### src/rtl/sbox_share_arbiter.sv
// Purpose: time-shares one 4-cycle subBytes datapath between the round pipeline (128-bit) and key expansion (32-bit).
// Latency: ISSUE one cycle after a request is seen in IDLE; done one cycle after sb_out_ready (or after the WAIT timeout).
// Backpressure: requests are levels held until done; one operation in flight, round-robin on ties, nothing granted until sbox_ready.
module sbox_share_arbiter #(
   parameter int TIMEOUT = 15,
   parameter int TW      = 4
) (
   input  logic         clk,
   input  logic         reset,
   input  logic         sbox_ready,
   input  logic         rnd_req,
   input  logic [0:127] rnd_data,
   output logic         rnd_gnt,
   output logic         rnd_done,
   output logic [0:127] rnd_result,
   input  logic         key_req,
   input  logic [0:31]  key_word,
   output logic         key_gnt,
   output logic         key_done,
   output logic [0:31]  key_result,
   output logic [0:127] sb_in_data,
   output logic         sb_in_ready,
   input  logic [0:127] sb_out_data,
   input  logic         sb_out_ready,
   output logic         busy,
   output logic         timeout_err
);

   typedef enum logic [2:0] {S_INIT, S_IDLE, S_ISSUE, S_WAIT, S_RESP} state_t;

   state_t        state, state_nxt;
   logic          owner_key, owner_key_nxt;   // 1: key requester owns the current operation
   logic          last_key, last_key_nxt;     // 1: key requester was served last
   logic [TW-1:0] cnt, cnt_nxt;
   logic          start, pick_key, wait_hit, wait_to;

   logic [0:127]  sb_in_data_nxt, rnd_result_nxt;
   logic [0:31]   key_result_nxt;
   logic          sb_in_ready_nxt, rnd_gnt_nxt, key_gnt_nxt;
   logic          rnd_done_nxt, key_done_nxt, busy_nxt, timeout_err_nxt;

   // Request selection and the two ways out of WAIT; a response on the timeout cycle wins.
   always_comb begin
      pick_key = key_req && (!rnd_req || !last_key);
      start    = (state == S_IDLE) && sbox_ready && (rnd_req || key_req);
      wait_hit = (state == S_WAIT) && sb_out_ready;
      wait_to  = (state == S_WAIT) && !sb_out_ready && (cnt == TW'(TIMEOUT - 1));
   end

   // State register.
   always_ff @(posedge clk) begin
      if (reset) state <= S_INIT;
      else       state <= state_nxt;
   end

   // Next-state logic.
   always_comb begin
      state_nxt = state;
      case (state)
         S_INIT:  if (sbox_ready) state_nxt = S_IDLE;
         S_IDLE:  if (start) state_nxt = S_ISSUE;
         S_ISSUE: state_nxt = S_WAIT;
         S_WAIT:  if (wait_hit || wait_to) state_nxt = S_RESP;
         S_RESP:  state_nxt = S_IDLE;
         default: state_nxt = S_INIT;
      endcase
   end

   // Next values of every registered output and of the bookkeeping registers.
   always_comb begin
      sb_in_data_nxt  = sb_in_data;
      sb_in_ready_nxt = 1'b0;
      rnd_gnt_nxt     = rnd_gnt;
      key_gnt_nxt     = key_gnt;
      rnd_done_nxt    = 1'b0;
      key_done_nxt    = 1'b0;
      rnd_result_nxt  = rnd_result;
      key_result_nxt  = key_result;
      timeout_err_nxt = timeout_err | wait_to;
      owner_key_nxt   = owner_key;
      last_key_nxt    = last_key;
      cnt_nxt         = cnt;
      busy_nxt        = (state_nxt == S_ISSUE) || (state_nxt == S_WAIT) || (state_nxt == S_RESP);

      if (start) begin
         owner_key_nxt   = pick_key;
         sb_in_data_nxt  = pick_key ? {key_word, 96'b0} : rnd_data;
         sb_in_ready_nxt = 1'b1;
         key_gnt_nxt     = pick_key;
         rnd_gnt_nxt     = !pick_key;
      end

      if (state == S_ISSUE) cnt_nxt = '0;
      if (state == S_WAIT)  cnt_nxt = cnt + TW'(1);

      if (wait_hit || wait_to) begin
         key_done_nxt = owner_key;
         rnd_done_nxt = !owner_key;
         if (owner_key) key_result_nxt = wait_hit ? sb_out_data[0:31] : 32'b0;
         else           rnd_result_nxt = wait_hit ? sb_out_data : 128'b0;
      end

      if (state == S_RESP) begin
         rnd_gnt_nxt  = 1'b0;
         key_gnt_nxt  = 1'b0;
         last_key_nxt = owner_key;
      end
   end

   // Output and bookkeeping registers; reset abandons any operation without a done pulse.
   always_ff @(posedge clk) begin
      if (reset) begin
         sb_in_data  <= '0;
         sb_in_ready <= 1'b0;
         rnd_gnt     <= 1'b0;
         key_gnt     <= 1'b0;
         rnd_done    <= 1'b0;
         key_done    <= 1'b0;
         rnd_result  <= '0;
         key_result  <= '0;
         busy        <= 1'b0;
         timeout_err <= 1'b0;
         owner_key   <= 1'b0;
         last_key    <= 1'b0;
         cnt         <= '0;
      end else begin
         sb_in_data  <= sb_in_data_nxt;
         sb_in_ready <= sb_in_ready_nxt;
         rnd_gnt     <= rnd_gnt_nxt;
         key_gnt     <= key_gnt_nxt;
         rnd_done    <= rnd_done_nxt;
         key_done    <= key_done_nxt;
         rnd_result  <= rnd_result_nxt;
         key_result  <= key_result_nxt;
         busy        <= busy_nxt;
         timeout_err <= timeout_err_nxt;
         owner_key   <= owner_key_nxt;
         last_key    <= last_key_nxt;
         cnt         <= cnt_nxt;
      end
   end

endmodule

### config.mk
export PLATFORM = sky130hd
export DESIGN_NAME = sbox_share_arbiter
export DESIGN_NICKNAME = d
export VERILOG_FILES = /design/src/rtl/sbox_share_arbiter.sv
export SDC_FILE = /design/constraint.sdc
export NUM_CORES = 1
export LEC_CHECK = 0
export CORE_AREA = 3 3 226 228
export DETAILED_ROUTE_END_ITERATION = 12
export DIE_AREA = 0 0 229 231
export HOLD_SLACK_MARGIN = 0.06
export PLACE_DENSITY = 0.62
export REMOVE_ABC_BUFFERS = 1
export SYNTH_ARGS = -nofsm -noshare
export SYNTH_HDL_FRONTEND = slang
export SYNTH_SLANG_ARGS = --single-unit
### constraint.sdc
create_clock -name clk -period 2.5 [get_ports clk]
set_clock_uncertainty 0.2 [all_clocks]
set_input_delay 0.5 -clock clk [delete_from_list [all_inputs] [get_ports clk]]
set_output_delay 0.5 -clock clk [all_outputs]
set_load 0.01 [all_outputs]
# Word level (Yosys, flattened, before mapping)
# Index checks and enable logic that the tools add are counted.
# classes
reduce_logical,22
n_addsub,1
n_bitwise,3
mux,10
n_eq_ne,8
# op_table
operator,count
128-bit 2-to-1 mux,2
32-bit 2-to-1 mux,1
3-bit case mux with 5 select lines,1
"3-bit by 2-bit == test with 1-bit output, second input constant",4
3-bit 2-to-1 mux,3
4-bit 2-to-1 mux,2
"3-bit == test, second input constant",2
1-bit logical AND,6
1-bit logical NOT,5
1-bit logical OR,5
"4-bit by 1-bit adder with 4-bit output, second input constant",1
"4-bit == test, second input constant",1
2-bit AND reduction,2
2-bit OR reduction,2
"3-bit by 1-bit == test with 1-bit output, second input constant",1
3-bit logical NOT,1
1-bit NOT,2
2-bit nonzero test,1
1-bit 2-to-1 mux,1
1-bit OR,1
# word_totals
input_bits,294
register_bits,304

# Logic depth before layout (Yosys ltp)
# depth
ltp_word,9
ltp_mapped,7
mapped_depth_nobuf,5

# Worst setup path after synthesis
# Ideal clock, no wire load.
# synth_path
path_kind,input to register
startpoint,input port reset
endpoint,register sb_in_data[100] in the netlist's numbering
arrival_time_ps,1493
path_slack_ps,674
path_stages,5
cell_sequence,buf_2 buf_2 clkbuf_1 clkbuf_1 a21oi_1
# synth_rtl
element,line,source
start: declaration,9,"input logic reset,"
end signal: assignment,127,sb_in_data <= sb_in_data_nxt;
end: declaration,21,"output logic [0:127] sb_in_data,"
# No word-level cell between the ends.

# Worst setup path in the final report
# layout_path
startpoint,register sb_in_data[81] in the netlist's numbering
endpoint,output port sb_in_data[81] in the netlist's numbering
# No word-level cell between the ends.

==> metrics.csv <==
stage,metric,value,unit
final_layout,share of layout cells above drive strength 1,7.348,%
worst_setup_path,data required time at the worst endpoint,1800,ps
worst_setup_path,logic depth of the worst setup path including buffers,1,
sta,total count of hold-check failures in the final report,0,
sta,final-report max-slew violation count,0,
worst_setup_path,maximum fanout along the worst path,2,
run_status,result of the run,finished clean,
min_path,path category of the worst min-delay check,primary input to register,
cts,insertion delay of the later-clocked pin in the worst-skew pair,520,ps
yosys,number of synthesized flops with an enable pin,0,
yosys,warnings from Yosys,0,
flow_run,Max Cap Viol,0,
die,floorplan die area,52900,µm²
yosys,Synth Flop Type,sky130_fd_sc_hd__dfxtp_1,
yosys,simple-gate portion of the synthesized area,11.39,%
worst_setup_path,Worst path max stage delay,650,ps
cts,TritonCTS clock tree,yes,
sta,achievable clock frequency,0.4488,GHz
drt,DRT iter0 DRCs,545,
worst_setup_path,cell with the biggest individual delay on the critical path,sky130_fd_sc_hd__clkdlybuf4s50_1,
yosys,average size of a mapped cell,9.944,µm²
yosys,Synth Area in Compound Gates,27.25,%
cts,clk sinks,304,
worst_setup_path,crit-path cells,clkdlybuf4s50_1,
sta,shortest clock period the worst path allows after layout,2228,ps
sta,Worst Tran Pin Value,571.9,ps
power_and_ir_drop,worst-case vdd ir drop,0.0003713,V
die,Initial Utilization,22.30,%
worst_setup_path,critical path's top delay family,buffers and inverters,
final_layout,count of filler cells inserted in the layout,4864,
die,die extent in x,229,µm
cts,Num CTS Buffers,35,
drt,via count of the routed design,11140,
global_route,maximum number of pins on one net before global-route repair,97,
place,final weighted congestion of routability-driven global placement,0.8152,
yosys,sequential cell area fraction in the yosys report,55.64,%
worst_setup_path,critical path start-end classification,register to output pin,
sta,setup repair after global routing missed its margin,no,
min_path,Worst Hold End,timeout_err$_SDFF_PP0_,
cts,worst-case clock buffer depth,3,
worst_setup_path,endpoint kind of the worst setup timing path,output pin,
yosys,"FF+latch count, synth",304,
global_route,vias in the first global route,11290,
worst_setup_path,buffering stage count on the worst path with inverters included,1,
cts,root buffer cell,sky130_fd_sc_hd__clkbuf_16,
die,vertical die dimension,231,µm
place,Setup WS pre-CTS,119.3,ps
worst_setup_path,Reg-to-Reg End,sb_in_data[45]$_SDFFE_PP0P_,
yosys,share of synthesized registers carrying an async set or reset,0,%
sta,max_slew headroom,61.87,%
cts,level count of the clock H-tree,2,
final_layout,area added between synthesis and finish,73.20,%
yosys,Synth Area in XOR/XNOR,0,%
sta,worst path setup slack after routing,271.8,ps
drt,length of the first detailed-routing pass in iterations,4,
min_path,hold depth,2,
cts,number of resized instances in the post-cts repair step,0,
die,I/O pin count,589,
place,Post-DP HPWL,32280,µm
cts,clock edge transition at the registers on the reported setup and hold paths,50,ps
drt,vias per cell,4.764,
yosys,count of different cell masters after synthesis,44,
drt,routed wire length,44670,µm
min_path,worst hold start,reset,
cts,cts hold-fix bufs,0,
worst_setup_path,CP arrival,1530,ps
worst_setup_path,Worst Setup SP,sb_in_data[81]$_SDFFE_PP0P_,
worst_setup_path,Reg-to-Reg Start,state[0]$_SDFF_PP0_,
yosys,adder-cell area share of the yosys netlist,0.2288,%
final_layout,final core utilization,38.62,%
yosys,dominant combinational cell family by area after synthesis,compound AO/OA/AOI/OAI gates,
drt,count of nets left with antenna violations after detail routing,0,
global_route,total global routing overflow,0,
place,number of buffers inserted by port buffering,588,
drt,post-detailed-route wirelength per cell,19.11,µm
final_layout,Final #Nets,1946,
final_layout,Ant. Diodes,0,
global_route,antenna violations before repair,4,
global_route,GRT Overall Usage,15.83,%
sta,hold_ws,169.4,ps
sta,Final period util,89.13,%
worst_setup_path,reg2reg path depth,4,
worst_setup_path,critical path startpoint category,register,
drt,remaining design rule violation count,0,
place,"Cell Area, Placed",17730,µm²
sta,number of setup violations in the final report,0,
yosys,share of synthesized area spent on multiplexers,0.09151,%
worst_setup_path,setup slack on the worst flop-to-flop path,380,ps
power_and_ir_drop,cell area power density,631.3,nW/µm²
global_route,first-pass GRT wire length,66860,µm
yosys,Cells after Synth,1100,
sta,Setup TNS Final,0,ps
cts,post-CTS setup buffer count,0,
die,area of the placeable core,49050,µm²
power_and_ir_drop,Leak Pwr,0.006650,µW
final_layout,post-route cell area,18940,µm²
yosys,summed instance area of the synthesized netlist,10940,µm²
die,placement row count,81,
## metrics by stage
| step | power [µW] | std cells |
|---|---|---|
| 2_1_floorplan | 5591 | 974 |
| 3_3_place_gp | 6687 | 2277 |
| 3_5_place_dp | 6698 | 2277 |
| 4_1_cts | 12140 | 2338 |
| 5_1_grt | 12420 | 2338 |
| 6_report | 11960 | 2338 |
## worst reg2reg max path, stage by stage, from the launching register on
cell	delay, ps
sky130_fd_sc_hd__dfxtp_1	520
sky130_fd_sc_hd__or3b_4	650
sky130_fd_sc_hd__buf_4	310
sky130_fd_sc_hd__o21ai_0	200
sky130_fd_sc_hd__a21oi_1	100
## power by group
| group | internal [µW] | leakage (µW) | total (µW) | switching [µW] |
|---|---|---|---|---|
| Sequential | 4960 | 0.00246 | 5030 | 67.5 |
| Clock | 3290 | 0.000594 | 5370 | 2070 |
| Combinational | 832 | 0.00360 | 1560 | 733 |
## cells in the mapped netlist, types with 2 or more instances
library cell	count	share of area, %
sky130_fd_sc_hd__a21oi_1	136	6.2
sky130_fd_sc_hd__a22o_1	160	13
sky130_fd_sc_hd__a311oi_1	32	2.6
sky130_fd_sc_hd__buf_1	2	0.069
sky130_fd_sc_hd__buf_2	40	1.8
sky130_fd_sc_hd__buf_4	14	0.96
sky130_fd_sc_hd__clkbuf_1	69	2.4
sky130_fd_sc_hd__dfxtp_1	304	56
sky130_fd_sc_hd__ha_1	2	0.23
sky130_fd_sc_hd__inv_1	2	0.069
sky130_fd_sc_hd__nand2_1	69	2.4
sky130_fd_sc_hd__nand2b_1	3	0.17
sky130_fd_sc_hd__nand3_1	2	0.092
sky130_fd_sc_hd__nand3b_1	2	0.14
sky130_fd_sc_hd__nand4_1	96	5.5
sky130_fd_sc_hd__nor2_1	6	0.21
sky130_fd_sc_hd__nor2b_1	33	1.9
sky130_fd_sc_hd__nor3_1	3	0.14
sky130_fd_sc_hd__o21a_1	2	0.14
sky130_fd_sc_hd__o21ai_0	88	4.0
sky130_fd_sc_hd__o21ai_1	12	0.55
## flip-flops by register name, indices dropped and copies added, names as in the netlist, 3 cells and up
register    cells
key_result     32
cnt             4
sb_in_data    128
rnd_result    128
state           3
## layout by cell type, fill, tap and decap left out, drive strengths merged, types with 2 or more instances in the layout
cell	n
clkdlybuf4s50	587
dfxtp	304
a22o	160
a21oi	136
o21ai	101
nand4	96
nand2	69
buf	52
clkbuf	48
nor2b	33
a311oi	32
nor2	7
clkinv	6
bufinv	4
nor3	4
nand2b	3
inv	3
nand3b	2
nand3	2
ha	2
clkinvlp	2
a31oi	2
or3b	2
a21boi	2
o21a	2
nor3b	2
## routing by layer
metal / vias up / track usage [%] / wire, µm
met5: - / 0 / 29
met4: 4 / 4.412 / 942
met3: 63 / 6.639 / 4542
met2: 480 / 27.57 / 21910
met1: 5375 / 17.76 / 17250
li1: 5216 / - / -
## area by class of cell
class | count | area [µm²] | area share (%)
inverter | 2 | 7.507 | 0.03963
clock buffer | 48 | 1026 | 5.416
multi-input combinational | 668 | 4298 | 22.69
clock inverter | 13 | 188.9 | 0.9973
timing repair buffer | 639 | 6507 | 34.35
sequential | 304 | 6086 | 32.12
tap | 664 | 830.8 | 4.385
## cell families after synthesis
| family | Yosys count |
|---|---|
| AO/OA/AOI/OAI | 440 |
| adder cells (fa/ha/maj) | 2 |
| buffers and inverters | 128 |
| flip-flops | 304 |
| multiplexers | 1 |
| AND/OR/NAND/NOR | 225 |
## worst max path at each step
stage / endpoint / slack (ps)
finish: sb_in_data[81] / 270
global route: sb_in_data[86] / 200
CTS: timeout_err / 180
detailed placement: sb_in_data[56]$_SDFFE_PP0P_ / 120
global placement: sb_in_data[70]$_SDFFE_PP0P_ / 160
floorplan: rnd_gnt$_SDFFE_PP0P_ / -2540
(Power assumes the default switching activity.)
